==> src/rtl/uart_tx_arb_if.sv <==
// Requester valid/ready/last bundle plus the parallel load port of the shared UART transmitter.
// The slave modport is the arbiter; the master modport is the client/transmitter side.
interface uart_tx_arb_if #(
  parameter int WD_SIZE = 8,
  parameter int NUM_REQ = 4
);
  logic [NUM_REQ-1:0]         req_vld_i;
  logic [NUM_REQ*WD_SIZE-1:0] req_data_i;
  logic [NUM_REQ-1:0]         req_last_i;
  logic [NUM_REQ-1:0]         req_rdy_o;
  logic [NUM_REQ-1:0]         gnt_o;
  logic [WD_SIZE-1:0]         tx_data_o;
  logic                       tx_vld_o;
  logic                       tx_rdy_i;
  logic                       timeout_o;

  modport master (
    output req_vld_i, req_data_i, req_last_i, tx_rdy_i,
    input  req_rdy_o, gnt_o, tx_data_o, tx_vld_o, timeout_o
  );

  modport slave (
    input  req_vld_i, req_data_i, req_last_i, tx_rdy_i,
    output req_rdy_o, gnt_o, tx_data_o, tx_vld_o, timeout_o
  );
endinterface

==> src/rtl/uart_tx_arb.sv <==
// Round-robin, packet-locked arbiter that feeds one UART transmitter from NUM_REQ byte streams,
// with a one-entry output buffer and a watchdog that releases an owner stalled mid-packet.
module uart_tx_arb #(
  parameter int WD_SIZE = 8,
  parameter int NUM_REQ = 4,
  parameter int TIMEOUT = 256
) (
  input  logic         clk,
  input  logic         rstn,
  uart_tx_arb_if.slave bus
);
  localparam int IW = (NUM_REQ > 1) ? $clog2(NUM_REQ) : 1;
  localparam int CW = (TIMEOUT > 0) ? $clog2(TIMEOUT + 1) : 1;

  typedef enum logic {IDLE, GRANT} state_t;

  state_t             state_q, state_d;
  logic [IW-1:0]      ptr_q, ptr_d;
  logic [IW-1:0]      own_q, own_d;
  logic [NUM_REQ-1:0] gnt_q, gnt_d;
  logic [WD_SIZE-1:0] txd_q, txd_d;
  logic               txv_q, txv_d;
  logic [CW-1:0]      wd_q, wd_d;
  logic               to_q, to_d;

  logic [NUM_REQ-1:0] rdy;
  logic               out_free;
  logic               own_vld;
  logic               own_last;
  logic               xfer;
  logic [WD_SIZE-1:0] own_data;
  logic               pick_found;
  logic [IW-1:0]      pick_idx;

  // First valid requester after ptr, wrapping; a downward scan lets the nearest one win.
  function automatic logic [IW:0] rr_pick(input logic [NUM_REQ-1:0] vld,
                                          input logic [IW-1:0]      ptr);
    logic [IW-1:0] idx;
    rr_pick = '0;
    for (int i = NUM_REQ; i >= 1; i--) begin
      idx = IW'((int'(ptr) + i) % NUM_REQ);
      if (vld[idx]) rr_pick = {1'b1, idx};
    end
  endfunction

  always_comb begin
    own_data = '0;
    for (int k = 0; k < NUM_REQ; k++) begin
      if (gnt_q[k]) own_data = bus.req_data_i[k*WD_SIZE +: WD_SIZE];
    end
  end

  assign own_vld  = |(bus.req_vld_i & gnt_q);
  assign own_last = |(bus.req_last_i & gnt_q);
  assign out_free = !txv_q || bus.tx_rdy_i;

  always_comb begin
    state_d  = state_q;
    ptr_d    = ptr_q;
    own_d    = own_q;
    gnt_d    = gnt_q;
    txd_d    = txd_q;
    txv_d    = txv_q;
    wd_d     = wd_q;
    to_d     = 1'b0;
    rdy      = '0;
    xfer     = 1'b0;
    {pick_found, pick_idx} = rr_pick(bus.req_vld_i, ptr_q);

    // The buffer drains in either state; a same-cycle fill below overrides this.
    if (bus.tx_rdy_i) txv_d = 1'b0;

    case (state_q)
      IDLE: begin
        if (pick_found) begin
          own_d   = pick_idx;
          gnt_d   = NUM_REQ'(1) << pick_idx;
          wd_d    = '0;
          state_d = GRANT;
        end
      end
      GRANT: begin
        rdy  = gnt_q & {NUM_REQ{out_free}};
        xfer = out_free && own_vld;
        if (xfer) begin
          txd_d = own_data;
          txv_d = 1'b1;
          wd_d  = '0;
          if (own_last) begin
            ptr_d   = own_q;
            gnt_d   = '0;
            state_d = IDLE;
          end
        end else if (TIMEOUT > 0 && !own_vld) begin
          // Owner went quiet mid-packet; a stalled-but-valid owner never counts.
          if (wd_q == CW'(TIMEOUT - 1)) begin
            ptr_d   = own_q;
            gnt_d   = '0;
            wd_d    = '0;
            to_d    = 1'b1;
            state_d = IDLE;
          end else begin
            wd_d = wd_q + 1'b1;
          end
        end
      end
      default: state_d = IDLE;
    endcase
  end

  always_ff @(posedge clk or negedge rstn) begin
    if (!rstn) begin
      state_q <= IDLE;
      ptr_q   <= IW'(NUM_REQ - 1);
      own_q   <= '0;
      gnt_q   <= '0;
      txd_q   <= '0;
      txv_q   <= 1'b0;
      wd_q    <= '0;
      to_q    <= 1'b0;
    end else begin
      state_q <= state_d;
      ptr_q   <= ptr_d;
      own_q   <= own_d;
      gnt_q   <= gnt_d;
      txd_q   <= txd_d;
      txv_q   <= txv_d;
      wd_q    <= wd_d;
      to_q    <= to_d;
    end
  end

  assign bus.req_rdy_o = rdy;
  assign bus.gnt_o     = gnt_q;
  assign bus.tx_data_o = txd_q;
  assign bus.tx_vld_o  = txv_q;
  assign bus.timeout_o = to_q;
endmodule

==> src/flat_wrapper.sv <==
// flat-port wrapper written by rule: the top's interface ports become plain ports
module uart_tx_arb_flat 
#(
  parameter int WD_SIZE = 8,
  parameter int NUM_REQ = 4,
  parameter int TIMEOUT = 256
)
  (clk, rstn, bus_req_vld_i, bus_req_data_i, bus_req_last_i, bus_tx_rdy_i, bus_req_rdy_o, bus_gnt_o, bus_tx_data_o, bus_tx_vld_o, bus_timeout_o);
  uart_tx_arb_if #(.WD_SIZE(WD_SIZE), .NUM_REQ(NUM_REQ)) bus_i ();
  input  logic clk;
  input  logic rstn;
  input wire logic [$bits(bus_i.req_vld_i)-1:0] bus_req_vld_i;
  input wire logic [$bits(bus_i.req_data_i)-1:0] bus_req_data_i;
  input wire logic [$bits(bus_i.req_last_i)-1:0] bus_req_last_i;
  input wire logic [$bits(bus_i.tx_rdy_i)-1:0] bus_tx_rdy_i;
  output wire logic [$bits(bus_i.req_rdy_o)-1:0] bus_req_rdy_o;
  output wire logic [$bits(bus_i.gnt_o)-1:0] bus_gnt_o;
  output wire logic [$bits(bus_i.tx_data_o)-1:0] bus_tx_data_o;
  output wire logic [$bits(bus_i.tx_vld_o)-1:0] bus_tx_vld_o;
  output wire logic [$bits(bus_i.timeout_o)-1:0] bus_timeout_o;
  assign bus_i.req_vld_i = bus_req_vld_i;
  assign bus_i.req_data_i = bus_req_data_i;
  assign bus_i.req_last_i = bus_req_last_i;
  assign bus_i.tx_rdy_i = bus_tx_rdy_i;
  assign bus_req_rdy_o = bus_i.req_rdy_o;
  assign bus_gnt_o = bus_i.gnt_o;
  assign bus_tx_data_o = bus_i.tx_data_o;
  assign bus_tx_vld_o = bus_i.tx_vld_o;
  assign bus_timeout_o = bus_i.timeout_o;
  uart_tx_arb #(.WD_SIZE(WD_SIZE), .NUM_REQ(NUM_REQ), .TIMEOUT(TIMEOUT)) u_core (.clk(clk), .rstn(rstn), .bus(bus_i));
endmodule
==> config.mk <==
export PLATFORM = sky130hd
export DESIGN_NAME = uart_tx_arb_flat
export DESIGN_NICKNAME = d
export VERILOG_FILES = /design/src/rtl/uart_tx_arb_if.sv /design/src/rtl/uart_tx_arb.sv /design/src/flat_wrapper.sv
export SDC_FILE = /design/constraint.sdc
export NUM_CORES = 1
export LEC_CHECK = 0
export ABC_AREA = 1
export BUFFER_PORTS_ARGS = -buffer_cell sky130_fd_sc_hd__clkbuf_2
export CAP_MARGIN = 20
export CELL_PAD_IN_SITES_DETAIL_PLACEMENT = 1
export CELL_PAD_IN_SITES_GLOBAL_PLACEMENT = 2
export CORE_MARGIN = 1.5
export CORE_UTILIZATION = 28
export CTS_CLUSTER_DIAMETER = 40
export DETAILED_ROUTE_END_ITERATION = 7
export HOLD_SLACK_MARGIN = 0.1
export PLACE_DENSITY = 0.95
export SYNTH_ARGS = -nofsm -noshare
export SYNTH_HDL_FRONTEND = slang
export SYNTH_SLANG_ARGS = --single-unit
export TNS_END_PERCENT = 50
==> constraint.sdc <==
create_clock -name clk -period 2.98 [get_ports clk]
set_clock_uncertainty 0.1 [all_clocks]
set_input_delay 0.596 -clock clk [delete_from_list [all_inputs] [get_ports clk]]
set_output_delay 0.596 -clock clk [all_outputs]
set_load 0.05 [all_outputs]
---- Word level (Yosys, flattened, before mapping) ----
Index checks and enable logic that the tools add are counted.
word-level totals
  output and inout bits ................... 18
  bits in read-only memories .............. 0
  latch bits .............................. 0
  flip-flop bits (word level) ............. 28
  bits in writable memories ............... 0
  input bits .............................. 43
  memories kept ........................... 0
cells by class
  bitwise operators ....................... 4
  eq/ne operators ......................... 7
  divide/modulo/power cells ............... 0
  shifts and indexed selects .............. 1
  $lt $le $gt $ge ......................... 4
  reduce and logical (&&, ||, !) cells .... 11
  $mul .................................... 0
  add/subtract/negate cells ............... 5
  muxes and demuxes ....................... 45
operator list
  kind                 number
  $mux 9               4
  $mux 8               4
  $mux 4               6
  $pmux 9 s2           1
  $mux 1               16
  $and 4x4->4          3
  $lt 2x3->1 const B   4
  $mux 3               4
  $add 9x1->9 const B  1
  $eq 9x8->1 const B   1
  $ne 3x3->1 const B   3
  $bmux 1 s2           4
  $mux 2               4
  $pmux 4 s2           1
  $reduce_and 4->1     2
  $reduce_or 4->1      2
  $reduce_and 2->1     3
  $add 2x1->2 const B  2
  $add 2x2->2 const B  2
  $ne 2x1->1 const B   2
  $shl 1x2->4 const A  1
  $ne 2x2->1 const B   1
  $pmux 1 s2           1
  $reduce_bool 2->1    1
  other kinds (4)      4

---- Longest topological paths before layout ----
Gate-level depths: netlist of the first run.
  depth in word-level cells ............... 10
  gate-level depth with buffers ........... 11
  mapped depth without buffers ............ 11

---- Worst setup path before layout of the first run ----
No wires, ideal clock.
  kind .................................... reg2out
  from .................................... reg u_core.gnt_q[3], in the netlist u_core.bus.gnt_o[3]
  to ...................................... out bus_req_rdy_o[3]
  slack ................................... -0.059 ns
  data arrival time ....................... 2.343 ns
  data required time ...................... 2.284 ns
  stages on the path, launching flop included .. 4
  cells stage by stage .................... dfrtp_1 > clkbuf_1 > clkinv_1 > nor3_1
on the way
  longest elaborated chain between the ends .. 2
ends and longest elaborated chain
  element                 RTL line            RTL
  start, declared         uart_tx_arb.sv:20   logic [NUM_REQ-1:0] gnt_q, gnt_d;
  start signal, assigned  uart_tx_arb.sv:125  gnt_q <= gnt_d;
  $and 4x4->4             uart_tx_arb.sv:83   rdy = gnt_q & {NUM_REQ{out_free}};
  $mux 4                  uart_tx_arb.sv:73   case (state_q)
  end, declared           flat_wrapper.sv:16  output wire logic [$bits(bus_i.req_rdy_o)-1:0] bus_req_rdy_o;
Every way passes these cells.

---- Worst setup path in the final report of the first run ----
  from .................................... reg u_core.gnt_q[2], in the netlist u_core.bus.gnt_o[2]
  to ...................................... out bus_req_rdy_o[2]
Same word-level chain as after synthesis.

==> results by group, run 1 <==
Route
  – Via count of the routed design: 2,033
  – Average routed wire per standard cell: 13.7 µm
  – Initial DRC Count: 79
  – 1st-pass router iterations: 6
  – Detail-routed via count per cell: 4.90
  – Final WL: 5.68 mm
  – DRC violation count after routing: 3
  – Post-DRT Antenna Nets: 0

Placement
  – Count of port buffers added during placement: 60
  – Placed cell areas: 2250 µm²
  – Detail Placement HPWL: 4.55 mm
  – Final RePlAce weighted congestion: 0.898

CTS
  – Buffer depth of the longest clock path: 2
  – TritonCTS sink count: 28
  – Post-CTS clock slew at the launch and capture registers of the worst setup and hold paths: 0.10 ns
  – Number of buffers inserted during clock tree synthesis: 3
  – Post-CTS Hold Buffers: 0
  – Deepest level of the CTS H-tree: 1
  – Clock tree from TritonCTS: built
  – Clock insertion delay at the later pin of the skew report: 0.27 ns
  – Count of instances resized after the clock tree is built: 0
  – Clk root buf: sky130_fd_sc_hd__clkbuf_8
  – Buffers inserted by post-CTS timing repair: 0

Synth
  – Cell type with the highest aggregate area in the netlist: sky130_fd_sc_hd__dfrtp_1
  – Combined area of all synthesized cells: 1890 µm²
  – Count of flip-flops with a built-in enable after synthesis: 0
  – Average instance area after synthesis: 6.71 µm²
  – Seq cells post-synth: 28
  – Synthesis Warnings: 0
  – Syn nets: 325
  – Area share of the largest cell type after synthesis: 0.345
  – Share of synthesized registers carrying an async set or reset: 1.00
  – Register area share after synthesis: 0.373
  – Post-Synthesis Cells: 281
  – Number of distinct library cells after synthesis: 26
  – Most numerous cell types in the synthesized netlist: sky130_fd_sc_hd__nand2_1 (107), sky130_fd_sc_hd__nand3_1 (29), sky130_fd_sc_hd__dfrtp_1 (26), sky130_fd_sc_hd__inv_1 (24), sky130_fd_sc_hd__nor2_1 (15)
  – Most used standard cell by instance count after synthesis: sky130_fd_sc_hd__nand2_1
  – Largest cells by area after synthesis: sky130_fd_sc_hd__dfrtp_1 (34%), sky130_fd_sc_hd__nand2_1 (21%), sky130_fd_sc_hd__nand3_1 (7.7%)
  – Main flop type after synthesis: sky130_fd_sc_hd__dfrtp_1

STA
  – Final setup vio count: 0
  – Slew of the pin with the lowest slew margin: 0.721 ns
  – Unrepaired setup endpoints after global routing: no
  – Final critical-path share of the clock period: 0.846
  – Fin. Hold Viols: 0
  – Total count of max-transition violations in the final report: 0
  – Max transition margin: 0.519
  – Highest clock frequency the design can meet: 396 MHz
  – Clock period minus worst slack: 2.52 ns
  – Final setup TNS: 0 ns
  – Post-Route Hold Slack: 0.256 ns

Hold path
  – Path class of the lowest-slack min-delay path: in2async

GRT
  – Remaining global-route overflow: 0
  – Global-route wire length before repair: 9.46 mm
  – Largest net degree at the start of global routing: 29
  – Number of global-route vias before repair: 2,118
  – Overall fraction of global-route tracks in use: 0.162
  – Antenna violations before repair: 0

Finish
  – Antenna Cells: 0
  – Post-route standard cell area excluding fillers: 2310 µm²
  – Fraction of layout cells with a size suffix above 1: 0.234
  – Synth-to-layout area growth: 22.3%
  – Final-stage net count: 383

Power
  – Net Sw Power: 1.41 mW
  – Peak supply drop: 0.000261 V
  – Register share of total power: 0.284
  – Switching power as a share of total power: 0.562
  – Clock network power share: 0.093
  – Leak: 1.20 nW
  – Cell internal power dissipation: 1.10 mW
  – Cell area power density: 1090 nW/µm²
  – Combinational fraction of design power: 0.623

Run status
  – Run status: complete, but fails checks
  – Violated checks: design-rule violations

Die
  – Horizontal die dimension: 85.1 µm
  – I/O pin count: 61
  – Height of the chip: 85.1 µm
  – Starting density of the core: 0.294
  – Placeable core region: 6420 µm²
  – Die outline area: 7240 µm²
  – Number of placement rows: 29

Critical path
  – Worst EP arrival: 1.83 ns
  – CP Launch Type: flip-flop
  – Category of the most critical setup path: reg2out
  – Worst Path Max Fanout: 13
  – Internal reg-to-reg setup slack: 0.93 ns
  – Worst Path Required: 2.28 ns
  – Critical path endpoint category: output port

Run
  – Number of maximum-capacitance constraint violations: 0
stage by stage:
stage	std cells	power, mW	utilization	worst slack [ns]
3_3_place_gp	411	2.25	0.351	0.797
4_1_cts	415	2.55	0.359	0.427
3_5_place_dp	411	2.30	0.351	0.747
5_1_grt	415	2.74	0.359	0.321
2_1_floorplan	281	1.91	-	0.0508
6_report	415	2.51	0.359	0.458
routing by layer:
metal,vias up,track usage,share of wire
met5,-,0,0
met4,0,0.0417,0.0097
met3,4,0.0292,0.026
met2,23,0.281,0.50
met1,979,0.206,0.46
li1,1027,-,-
cell usage in the layout, fill, tap and decap left out, types with 5 or more instances in the layout:
cell type                  instances
sky130_fd_sc_hd__o211ai_1          9
sky130_fd_sc_hd__o21a_1            8
sky130_fd_sc_hd__nand2_1         107
sky130_fd_sc_hd__dfrtp_1          26
sky130_fd_sc_hd__nand3_1          29
sky130_fd_sc_hd__nand4_1           5
sky130_fd_sc_hd__o21ai_0          11
sky130_fd_sc_hd__clkbuf_2         60
sky130_fd_sc_hd__a21oi_1          10
sky130_fd_sc_hd__nor2_1           15
sky130_fd_sc_hd__inv_1            24
cell families (layout without fill, tap and decap cells):
family                     after synthesis  in the layout  share of synthesized area
DFF                                     28             28                      0.373
adders and majority gates                1              1                    0.00663
AOI/OAI and AO/OA                       43             43                      0.138
xor gates and xnor gates                 3              3                     0.0139
buffers and inverters                   36             93                     0.0789
and+or+nand+nor                        170            170                      0.390
critical path, cell delays in order, from the launching register on:
cell                       delay (ns)
sky130_fd_sc_hd__dfrtp_1         0.63
sky130_fd_sc_hd__clkinv_1        0.37
sky130_fd_sc_hd__nor3_1          0.25
sky130_fd_sc_hd__clkbuf_2        0.31
layout make-up:
type | count | area [µm²]
flip-flops and latches | 28 | 703
multi-input cells | 217 | 1040
inverters | 28 | 105
clock buffers | 4 | 55.1
repair buffers | 61 | 308
well taps | 77 | 96.3
fillers | 877 | 4120
sequential cells by signal, indices dropped and copies added, names as in the netlist:
signal                cells
u_core.bus.tx_vld_o       1
u_core.bus.timeout_o      1
u_core.wd_q               9
u_core.ptr_q              2
u_core.bus.tx_data_o      8
u_core.bus.gnt_o          4
u_core.state_q            1
u_core.own_q              2
path summary, 6_finish.rpt:
path                                          from                 endpoint  cells after the start
max                            u_core.bus.gnt_o[2]         bus_req_rdy_o[2]                      3
min                                           rstn  u_core.bus.tx_data_o[2]                      1
max reg2reg                    u_core.bus.gnt_o[1]      u_core.bus.gnt_o[0]                      8
min reg2reg                u_core.bus.tx_data_o[5]  u_core.bus.tx_data_o[5]                      1
max in group asynchronous                     rstn      u_core.bus.gnt_o[3]                      1
min in group clk           u_core.bus.tx_data_o[5]  u_core.bus.tx_data_o[5]                      1
power groups by stage:
stage | Clock (mW) | Sequential [mW] | Combinational, mW
after floorplan | 0 | 0.923 | 0.985
after global placement | 0 | 0.708 | 1.54
after detailed placement | 0 | 0.721 | 1.58
after CTS | 0.250 | 0.715 | 1.58
after global routing | 0.257 | 0.740 | 1.75
final | 0.234 | 0.712 | 1.57
(Power assumes the default switching activity.)
==> run 2: changes to the inputs <==
Settings changed: CORE_UTILIZATION 28 to 24, PLACE_DENSITY 0.95 to 0.88.
Clock period 2.98 ns to 2.3 ns, I/O delays scaled along.
==> results by group, run 2 (same netlist as run 1, synthesis figures left out) <==
Die
  – Number of placement rows: 32 (+10%)
  – Height of the chip: 91.7 µm (+7.7%)
  – Placeable core region: 7690 µm² (+20%)
  – I/O pin count: 61 (unchanged)
  – Die outline area: 8400 µm² (+16%)
  – Starting density of the core: 0.245 (-0.0483)
  – Horizontal die dimension: 91.7 µm (+7.7%)

CTS
  – Buffer depth of the longest clock path: 2 (unchanged)
  – Number of buffers inserted during clock tree synthesis: 3 (unchanged)
  – Clock insertion delay at the later pin of the skew report: 0.27 ns (about the same)
  – Clock tree from TritonCTS: built
  – Clk root buf: sky130_fd_sc_hd__clkbuf_8
  – Post-CTS clock slew at the launch and capture registers of the worst setup and hold paths: 0.09 ns (about the same)
  – Deepest level of the CTS H-tree: 1 (unchanged)
  – TritonCTS sink count: 28 (unchanged)
  – Buffers inserted by post-CTS timing repair: 0 (unchanged)
  – Post-CTS Hold Buffers: 0 (unchanged)

Critical path
  – Worst Path Required: 1.74 ns (-0.54 ns)
  – Crit-path cells: clkinvlp_4, nor3_4, clkbuf_2
  – Critical path endpoint category: output port
  – Longest individual stage delay on the worst path: 0.50 ns (-0.13 ns)
  – CP Launch Type: flip-flop
  – Internal reg-to-reg setup slack: 0.27 ns (-0.66 ns)
  – Worst EP arrival: 1.58 ns (-0.25 ns)
  – Category of the most critical setup path: reg2out
  – Critical-path cell with the highest stage delay: sky130_fd_sc_hd__dfrtp_1
  – Launch instance of the worst register-to-register path: u_core.bus.gnt_o[1]
  – Timing startpoint of the critical path: u_core.bus.gnt_o[3]
  – Worst Path Max Fanout: 9 (-4)

Finish
  – Post-route standard cell area excluding fillers: 2370 µm² (+2.8%)
  – Final-stage net count: 386 (+0.78%)
  – Synth-to-layout area growth: 25.7%
  – Fraction of layout cells with a size suffix above 1: 0.246 (+0.0126)
  – Antenna Cells: 0 (unchanged)
  – Most frequent standard cell in the layout excluding fill and tap cells: sky130_fd_sc_hd__nand2_1
  – Post-route insts no fill: 443 (+6.7%)
  – Highest-count cells in the layout ignoring fill and taps: sky130_fd_sc_hd__nand2_1 (107), sky130_fd_sc_hd__clkbuf_2 (60), sky130_fd_sc_hd__nand3_1 (29)
  – Flip-flop count of the largest register, all copies and words added: 9 (unchanged)
  – Largest register by flop count: u_core.wd_q

STA
  – Fin. Hold Viols: 0 (unchanged)
  – Post-Route Hold Slack: 0.122 ns (-0.135 ns)
  – Slew of the pin with the lowest slew margin: 0.729 ns (+0.00751 ns)
  – Total count of max-transition violations in the final report: 0 (unchanged)
  – Clock period minus worst slack: 2.14 ns
  – Highest clock frequency the design can meet: 467 MHz
  – Unrepaired setup endpoints after global routing: no
  – Max transition margin: 0.514 (-0.00501)
  – Final critical-path share of the clock period: 0.930
  – Final setup vio count: 0 (unchanged)

Placement
  – Placed cell areas: 2320 µm² (+3.1%)
  – Detail Placement HPWL: 4.75 mm (+4.5%)
  – Number of instances in the placed design: 439 (+6.8%)
  – Count of port buffers added during placement: 60 (unchanged)
  – Final RePlAce weighted congestion: 0.793 (-12%)

Power
  – Cell area power density: 1390 nW/µm² (+28%)
  – Total power of the final layout: 3.30 mW (+31%)
  – Peak supply drop: 0.000556 V (+110%)
  – Leak: 1.21 nW (+0.88%)

Route
  – DRC violation count after routing: 0 (-3)
  – Initial DRC Count: 86 (+8.9%)
  – Final WL: 5.83 mm (+2.6%)
  – Via count of the routed design: 2,000 (-1.6%)
  – Average routed wire per standard cell: 13.2 µm (-3.9%)
  – Detail-routed via count per cell: 4.51 (-7.8%)
  – 1st-pass router iterations: 4 (-2)
  – Post-DRT Antenna Nets: 0 (unchanged)

GRT
  – Overall fraction of global-route tracks in use: 0.146 (-0.0151)
  – Global-route wire length before repair: 9.88 mm (+4.5%)
  – Remaining global-route overflow: 0 (unchanged)
  – Largest net degree at the start of global routing: 29 (unchanged)
  – Antenna violations before repair: 0 (unchanged)
  – Number of global-route vias before repair: 2,058 (-2.8%)

Run
  – Number of maximum-capacitance constraint violations: 0 (unchanged)

Run status
  – Run status: complete, no violations

Hold path
  – Path class of the lowest-slack min-delay path: in2async
[run 2: cell count changes in the layout (fill, tap and decap cells not counted), sizes merged]
cell	delta
clkinv	-1
clkinvlp	+1
buf	+3
[run 2: critical path, delay by kind of cell, from the launching register on]
kind                   cells  cell delay [ns]
buffers and inverters      2             0.58
DFF                        1             0.50
and+or+nand+nor            1             0.22
[run 2: final timing paths]
check                                                to  depth (start not counted)
min in group clk                u_core.bus.tx_data_o[4]                          1
worst max register to register      u_core.bus.gnt_o[1]                          8
worst max-delay path                   bus_req_rdy_o[3]                          3
worst min-delay path            u_core.bus.tx_data_o[6]                          1
worst min register to register  u_core.bus.tx_data_o[4]                          1
max in group asynchronous       u_core.bus.tx_data_o[2]                          1
[run 2: area by class of cell]
cell class                 instances  area (µm²)
fill                            1032        5320
multi-input combinational        217        1060
sequential                        28         703
timing repair buffer              64         330
tap                              102         128
inverter                          28         109
clock buffer                       4        45.0
[run 2: routing by layer]
layer  GRT usage  up-vias  wire length (µm)
li1            -     1026                 -
met3      0.0174        4               126
met5           0        -                 0
met4      0.0352        0                68
met2       0.238       28              2720
met1       0.207      942              2920
[run 2: per-stage QoR]
step	setup TNS [ns]	util	worst slack, ns
after floorplan	-0.109	-	-0.0853
after global placement	0	0.302	0.333
after detailed placement	0	0.302	0.293
after CTS	0	0.308	0.103
after global routing	0	0.308	0.0576
final	0	0.308	0.160
[run 2: repair_timing]
item | 4_1_cts | 5_1_grt
resized for setup | 0 | 1
endpoints found under the hold margin | 0 | 0
endpoints found under the setup margin | 0 | 1
[run 2: where the power goes]
| group | switching (mW) | internal [mW] | total [mW] |
|---|---|---|---|
| combinational | 1.51 | 0.621 | 2.13 |
| clock | 0.152 | 0.124 | 0.276 |
| sequential | 0.198 | 0.690 | 0.888 |
